===== src/rtl/msdap_serial_rx.sv =====
// Serial frame receiver for the MSDAP input side: deserializes the DCLK-timed
// Frame/InputL/InputR stream into parallel left/right words in the SCLK domain.
module msdap_serial_rx #(
   parameter int WORD_WIDTH  = 16,
   parameter int SYNC_STAGES = 2
) (
   input  logic                  SCLK,
   input  logic                  Reset,
   input  logic                  Enable,
   input  logic                  DCLK,
   input  logic                  Frame,
   input  logic                  InputL,
   input  logic                  InputR,
   output logic [WORD_WIDTH-1:0] DataL,
   output logic [WORD_WIDTH-1:0] DataR,
   output logic                  DataValid,
   output logic                  FrameErr,
   output logic                  Busy
);

   localparam int CNT_W = $clog2(WORD_WIDTH + 1);

   typedef enum logic {
      IDLE = 1'b0,
      RECV = 1'b1
   } state_t;

   // {DCLK, Frame, InputL, InputR} travel together so they stay mutually aligned
   logic [SYNC_STAGES-1:0][3:0] sync_q, sync_d;
   logic                        dclk_hist_q, dclk_hist_d;

   state_t                  state_q, state_d;
   logic [CNT_W-1:0]        cnt_q, cnt_d;
   logic [WORD_WIDTH-1:0]   sr_l_q, sr_l_d;
   logic [WORD_WIDTH-1:0]   sr_r_q, sr_r_d;
   logic [WORD_WIDTH-1:0]   data_l_q, data_l_d;
   logic [WORD_WIDTH-1:0]   data_r_q, data_r_d;
   logic                    valid_q, valid_d;
   logic                    err_q, err_d;

   logic dclk_s, frame_s, in_l_s, in_r_s, sample;

   assign dclk_s  = sync_q[SYNC_STAGES-1][3];
   assign frame_s = sync_q[SYNC_STAGES-1][2];
   assign in_l_s  = sync_q[SYNC_STAGES-1][1];
   assign in_r_s  = sync_q[SYNC_STAGES-1][0];
   assign sample  = dclk_hist_q & ~dclk_s;

   always_comb begin
      sync_d[0] = {DCLK, Frame, InputL, InputR};
      for (int i = 1; i < SYNC_STAGES; i++) begin
         sync_d[i] = sync_q[i-1];
      end
      dclk_hist_d = dclk_s;
   end

   // Completion is taken one cycle after the last shift, so DataValid lands
   // SYNC_STAGES+2 cycles after the raw DCLK fall.
   always_comb begin
      state_d  = state_q;
      cnt_d    = cnt_q;
      sr_l_d   = sr_l_q;
      sr_r_d   = sr_r_q;
      data_l_d = data_l_q;
      data_r_d = data_r_q;
      valid_d  = 1'b0;
      err_d    = 1'b0;
      if (!Enable) begin
         state_d = IDLE;
         cnt_d   = '0;
      end else begin
         case (state_q)
            IDLE: begin
               if (sample && frame_s) begin
                  sr_l_d  = {{(WORD_WIDTH-1){1'b0}}, in_l_s};
                  sr_r_d  = {{(WORD_WIDTH-1){1'b0}}, in_r_s};
                  cnt_d   = CNT_W'(1);
                  state_d = RECV;
               end
            end
            RECV: begin
               if (cnt_q == CNT_W'(WORD_WIDTH)) begin
                  data_l_d = sr_l_q;
                  data_r_d = sr_r_q;
                  valid_d  = 1'b1;
                  cnt_d    = '0;
                  state_d  = IDLE;
               end else if (sample) begin
                  if (frame_s) begin
                     err_d  = 1'b1;
                     sr_l_d = {{(WORD_WIDTH-1){1'b0}}, in_l_s};
                     sr_r_d = {{(WORD_WIDTH-1){1'b0}}, in_r_s};
                     cnt_d  = CNT_W'(1);
                  end else begin
                     sr_l_d = {sr_l_q[WORD_WIDTH-2:0], in_l_s};
                     sr_r_d = {sr_r_q[WORD_WIDTH-2:0], in_r_s};
                     cnt_d  = cnt_q + CNT_W'(1);
                  end
               end
            end
            default: state_d = IDLE;
         endcase
      end
   end

   always_ff @(posedge SCLK or posedge Reset) begin
      if (Reset) begin
         sync_q      <= '0;
         dclk_hist_q <= 1'b0;
         state_q     <= IDLE;
         cnt_q       <= '0;
         sr_l_q      <= '0;
         sr_r_q      <= '0;
         data_l_q    <= '0;
         data_r_q    <= '0;
         valid_q     <= 1'b0;
         err_q       <= 1'b0;
      end else begin
         sync_q      <= sync_d;
         dclk_hist_q <= dclk_hist_d;
         state_q     <= state_d;
         cnt_q       <= cnt_d;
         sr_l_q      <= sr_l_d;
         sr_r_q      <= sr_r_d;
         data_l_q    <= data_l_d;
         data_r_q    <= data_r_d;
         valid_q     <= valid_d;
         err_q       <= err_d;
      end
   end

   assign DataL     = data_l_q;
   assign DataR     = data_r_q;
   assign DataValid = valid_q;
   assign FrameErr  = err_q;
   assign Busy      = (state_q == RECV);

endmodule


===== config.mk =====
export PLATFORM = sky130hd
export DESIGN_NAME = msdap_serial_rx
export DESIGN_NICKNAME = d
export VERILOG_FILES = /design/src/rtl/msdap_serial_rx.sv
export SDC_FILE = /design/constraint.sdc
export NUM_CORES = 1
export LEC_CHECK = 0
export CAP_MARGIN = 15
export CORE_MARGIN = 5
export CORE_UTILIZATION = 49
export CTS_CLUSTER_DIAMETER = 120
export DETAILED_ROUTE_END_ITERATION = 7
export PLACE_DENSITY = 0.72
export SETUP_SLACK_MARGIN = 0.5
export SYNTH_ARGS = -nofsm -noshare
export SYNTH_HDL_FRONTEND = slang
export SYNTH_SLANG_ARGS = --single-unit

===== constraint.sdc =====
create_clock -name SCLK -period 2.65 [get_ports SCLK]
set_input_delay 0.3975 -clock SCLK [delete_from_list [all_inputs] [get_ports SCLK]]
set_output_delay 0.3975 -clock SCLK [all_outputs]
set_load 0.01 [all_outputs]

### Yosys cells after proc, flatten, opt, wreduce, memory -nomap -nowiden

Index checks and enable logic that the tools add are counted.

* bitwise gates (word level): 3
* eq/ne operators: 6
* add/sub/neg operators: 1
* reductions and logical operators: 4
* muxes and demuxes: 28

Operators with widths (count)
* $mux 16: 8
* $pmux 16 s2: 2
* $mux 5: 5
* $mux 1: 11
* $pmux 5 s2: 1
* $add 5x1->5 const B: 1
* $eq 5x5->1 const B: 1
* $ne 2x2->1 const B: 2
* $ne 4x2->1 const B: 1
* $reduce_and 4->1: 1
* $ne 3x3->1 const B: 1
* $reduce_and 3->1: 1
* $ne 2x1->1 const B: 1
* $not 1->1: 2
* $pmux 1 s2: 1
* $reduce_and 2->1: 1
* $and 1x1->1: 1
* $logic_and 1x1->1: 1

* register bits after elaboration: 81

### Depth between registers and ports, before layout

* depth in word-level cells: 6
* gate-level depth with buffers: 8
* gate-level depth less buffers: 6

### Least setup slack after synthesis

No wires, ideal clock.

* path kind: register to register
* from: reg cnt_q[0]
* to: reg cnt_q[4]
* stages on the path, launching flop included: 8
* period minus slack after synthesis: 1.789 ns
* required time: 2.563 ns
* arrival: 1.702 ns
* path slack: 0.861 ns
* path through: dfrtp_1 -> inv_1 -> ha_1 -> nand4bb_1 -> buf_6 -> a32o_2 -> or4_1 -> o211ai_1

* longest elaborated chain between the ends: 6
* elaborated cells on any way between the ends: 9
* those cells by class: add/sub (1); eq/ne (2); mux (5); reduce/logical (1)

RTL lines
* start: declaration: line 33 `logic [CNT_W-1:0] cnt_q, cnt_d;`
* start signal: assignment: line 122 `cnt_q <= cnt_d;`
* $add 5x1->5: line 97 `cnt_d = cnt_q + CNT_W'(1);`
* $mux 5: line 89 `if (frame_s) begin`
* $mux 5: line 88 `end else if (sample) begin`
* $mux 5: line 82 `if (cnt_q == CNT_W'(WORD_WIDTH)) begin`
* $pmux 5 s2: line 72 `case (state_q)`
* $mux 5: line 68 `if (!Enable) begin`

Several ways; a longest one is shown, not always the timed one. The select of a mux whose other input is x is not followed.
A chain may end at the register's enable or synchronous reset.

### Worst setup path in the final report

Ends and elaborated chain as after synthesis.

==> qor.yml <==
outcome:
  status: "complete, no violations"
layout:
  final_cell_mix: "81 x dfrtp_1, 66 x nand2_1, 41 x clkdlybuf4s50_1"
  num_antenna_cells: 0
  final_nets: 318
  fin_area_um2: 3865
  mostFrequentLayoutCell: "dfrtp_1"
  final_util_pct: 61.57
  fin_cells: 391
  syn_to_final_growth_pct: 23.71
  layout-drive-gt1-share_pct: 21.02
yosys:
  syn_area_per_cell_um2: 11.92
  yosysSeqAreaShare_pct: 64.88
  synth_cell_types: 28
  syn_nets: 271
  synth_seq_cells: 81
  yosysWarningCount: 0
  synthCells: 262
  syn_area_um2: 3124
setup_path:
  crit_path_max_fanout: 8
  cp_cell_sequence: "inv_1 > ha_1 > nand4bb_4 > a32o_2 > or4_1 > o211ai_1"
  crit_type: "flip-flop to flip-flop"
  cp.required_ns: 2.90
  cp.arrival_ns: 2.26
  crit_family: "simple AND/OR/NAND/NOR gates"
  cp-end-kind: "flip-flop"
  crit_slowest_cell: "or4_1"
  reg2reg_depth: 6
  crit_cells: 6
  slowest_delay_ns: 0.52
  cp-start-kind: "flip-flop"
  worst-path-buf-inv: 1
placed_design:
  dpl.hpwl_um: 3628
  port_buffers: 41
  gp_congestion: 0.8325
  postPlaceCellArea_um2: 3659
  numPlacedInstances: 373
global_routing:
  grt_use_total_pct: 14.57
  grt_max_degree: 54
  grt_pass1_vias: 2032
  antenna_found_initial: 0
  grt_pass1_wl_um: 9660
  grt_remaining_overflow: 0
timing:
  hold_viol_final: 0
  tightest_slew_ns: 0.3435
  fmax_mhz: 498.5
  period_share_pct: 75.70
  setup_viol: 0
  slew_violations: 0
  relSlewSlack_pct: 77.10
  fin_crit_ns: 2.006
  rsz0062_at_grt: "false"
  skew_ns: 0.008051
  tns_ns: 0
clocking:
  cts_sinks: 81
  cts_tree: "yes"
  cts_buffers: 9
  clock_latency_ns: 0.34
  cts_buffer_depth: 2
  cts.clk_slew.worst_paths_ns: 0.08
  cts_root_buffer: "clkbuf_8"
  cts-hold-fix-buffers: 0
  htree_num_levels: 3
drt:
  drc_errors: 0
  drt_first_pass_iters: 4
  vias: 2015
  via_per_inst: 5.153
  wl_per_cell_um: 14.19
  drt_iter0_markers: 80
  routed_wl_um: 5550
  detail-route-antenna-nets: 0
power:
  p_total_mw: 2.107
  p_leak_nw: 1.706
  powerDensity_nw_per_um2: 545.1
  vdd_drop_max_uv: 347.2
floorplan:
  die_area_um2: 8073
  core_area_um2: 6277
  start_util_pct: 49.77
  die_w_um: 89.85
  fp-row-count: 29
  io_pins: 42
  fp.dieH_um: 89.85
min_path:
  holdPathStages: 0
  hold_class: "flip-flop to flip-flop"
run:
  maxCapViolCount: 0
final timing paths:
check	startpoint	end	slack, ns
worst max-delay path	cnt_q[0]	cnt_q[4]	0.64
worst min-delay path	sync_d[7]	dclk_hist_d	0.35
worst max register to register	cnt_q[0]	cnt_q[4]	0.64
worst min register to register	sync_d[7]	dclk_hist_d	0.35
max in group asynchronous	Reset	DataL[12]	1.87
min in group asynchronous	Reset	sr_r_q[12]	0.48
registers in the layout, indices dropped and copies added, names as in the netlist, 4 cells and up:
signal  count
DataL      16
DataR      16
cnt_q       5
sr_l_q     16
sr_r_q     16
sync_d      4
area by class of cell:
class / count / area [um2]
fillers: 502 / 2412
flip-flops and latches: 81 / 2027
multi-input cells: 162 / 1050
repair buffers: 51 / 510.5
clock buffers: 10 / 127.6
well taps: 77 / 96.34
clock inverters: 6 / 35.03
inverters: 4 / 18.77
cell usage after synthesis:
library cell,number,share of area (%)
o2111ai_2,1,0.48
ha_1,2,0.80
nor4b_1,1,0.28
buf_6,1,0.36
clkbuf_1,11,1.3
nor2b_1,3,0.60
or2_2,1,0.20
mux2_2,34,12
nand3_1,4,0.64
buf_2,3,0.48
nand3b_1,1,0.24
dfrtp_1,81,65
o211ai_1,1,0.24
o21bai_1,1,0.24
or3_1,1,0.20
a21o_1,1,0.24
a21oi_1,2,0.32
nor3b_1,2,0.48
nand2b_1,1,0.20
nand4bb_1,1,0.36
a32o_2,1,0.36
or4_1,2,0.48
o21ai_0,32,5.1
and2_1,1,0.20
inv_1,4,0.48
nand4_1,2,0.40
nor2_2,1,0.20
nand2_1,66,7.9
through the flow:
stage	hold WS, ns	setup slack, ns
6_report	0.3517	0.6440
5_1_grt	0.3598	0.5600
4_1_cts	0.3530	0.5932
3_5_place_dp	0.3347	0.4664
3_3_place_gp	0.3338	0.5125
2_1_floorplan	0.3312	0.8612
logic make-up (layout without fill, tap and decap cells):
kind of cell / count (synthesis) / count (layout) / synth area share (%)
AOI/OAI and AO/OA: 39 / 39 / 7.008
DFF: 81 / 81 / 64.88
muxes: 34 / 34 / 12.25
and+or+nand+nor: 87 / 87 / 12.42
adders and majority gates: 2 / 2 / 0.8008
buffers and inverters: 19 / 71 / 2.643
report_power, final:
part	internal, mW	switching, mW	total [mW]
Combinational	0.0330	0.0521	0.0851
Sequential	1.25	0.0126	1.26
Clock	0.334	0.423	0.757
Total	1.62	0.488	2.11
routing by layer:
metal / share of wire (%) / track usage, %
met2: 48 / 21.52
met5: 0 / 0
met3: 5.0 / 4.841
met1: 46 / 19.64
met4: 1.7 / 6.452
timing repair:
item,in CTS,in global routing
gates cloned,0,0
buffers inserted,0,2
gates resized for setup,1,1
pin swaps,0,1
setup endpoints to repair,14,14
No activity file was read; power rests on OpenSTA's default activity.
==> RTL change (same flow settings) <==
The parameter `WORD_WIDTH` goes from 16 to 32.
--- a/src/rtl/msdap_serial_rx.sv
+++ b/src/rtl/msdap_serial_rx.sv
@@ -2,5 +2,5 @@
 // Frame/InputL/InputR stream into parallel left/right words in the SCLK domain.
 module msdap_serial_rx #(
-   parameter int WORD_WIDTH  = 16,
+   parameter int WORD_WIDTH  = 32,
    parameter int SYNC_STAGES = 2
 ) (
Interface: changed (resized DataL and DataR); port bits go from 42 to 74. The function was not compared with the original's and may differ.
==> RTL change against the original RTL <==
- critical endpoint is now DataL[16]$_DFFE_PP0P_
- non-clock buffer count is 30 higher
- fmax is 1.3% lower
- power is 140% higher
- area after synthesis is 82% higher
- design area is 85% higher
- largest power group is now clock
- setup slack worse by 0.026 ns
- final cell count is 48% higher
- sequential cell count is 65 higher
- routed wire length is 85% higher
==> RTL change: results (changes against the original RTL) <==
- Synthesized netlist net count: 351 (+30%)
- The met3 layer wire length in the routed design was 538 um (+93%).
- Outcome: complete, no violations
- GR Util All Layers: 0.160 (+0.0147)
* Worst hold-check slack: 0.348 ns (-0.00398 ns)
- Library cell used as clock root buffer: sky130_fd_sc_hd__clkbuf_16
* Final RePlAce weighted congestion: 0.809 (-2.8%)
- The count of cells along the worst register-to-register path came to 7 (+1).
* Total routed wirelength: 10,300 um (+85%)
* H-tree depth reported by CTS: 4 (+1)
* Multiplexer area fraction after synthesis: 0.165 (+0.0425)
* Minimum clock period after layout: 2.03 ns (+0.0262 ns)
- The placement-stage cell area was 0.00649 mm^2 (+78%).
- The first-pass GRT wire length was 18,100 um (+88%).
- Slack of the worst reg-to-reg path: 0.62 ns (-0.03 ns)
* Leading cell types by total area after synthesis: sky130_fd_sc_hd__dfrtp_1 64%, sky130_fd_sc_hd__mux2_4 13%, sky130_fd_sc_hd__a22o_1 9.6%
- The fraction of the yosys area taken by sequential cells is 0.643 (-0.00532).
- Hold Startpoint: sync_d[5]$_DFF_PP0_
- Grt met3 use: 0.0543 (+0.00589)
- IO buf count: 73 (+78%)
* Cell leakage power: 3.36 nW (+97%)
- The combinational share of power is 0.019 (-0.021).
- The switching power as a share of total power was 0.196 (-0.0359).
- The number of CTS-inserted buffers is 17 (+8).
- The count of non-filler cells in the finished layout was 578 (+48%).
* Average cell area after synthesis: 16.6 um^2 (+39%)
* Initial DRC count: 198 (+150%)
- The met2 usage is 0.224 (+0.00894).
- Met1 Use GR: 0.230 (+0.0337)
- The share of synthesized cell area in full adder, half adder and majority cells was 0.00441 (-0.00360).
* CP peak stage delay: 0.41 ns (-0.11 ns)
- Ratio of cells with drive above 1 in the final layout: 0.257 (+0.0473)
* Worst EP arrival: 2.33 ns (+0.07 ns)
## RTL change: cell count changes in the layout (fill, tap and decap cells not counted), sizes merged, moves of 3 or more
cell and delta:
dfrtp +65, a221o +3, nor2 +6, clkbuf +9
bufinv +6, o21ai -30, a22o +62, nand2 -62
clkdlybuf4s50 +32, mux2 +32
## RTL change: final cells by class
type | count | area (um^2)
flip-flops and latches | 146 | 3650
clock inverters | 13 | 231
repair buffers | 81 | 853
fillers | 866 | 4200
clock buffers | 19 | 443
inverters | 4 | 18.8
well taps | 143 | 179
multi-input cells | 172 | 1790
## RTL change: kinds of logic (layout without fill, tap and decap cells)
family | after synthesis | in the layout
flip-flops | 146 | 146
AO/OA/AOI/OAI | 71 | 71
multiplexers | 67 | 67
AND/OR/NAND/NOR | 32 | 32
buffers and inverters | 24 | 117
adder cells (fa/ha/maj) | 2 | 2
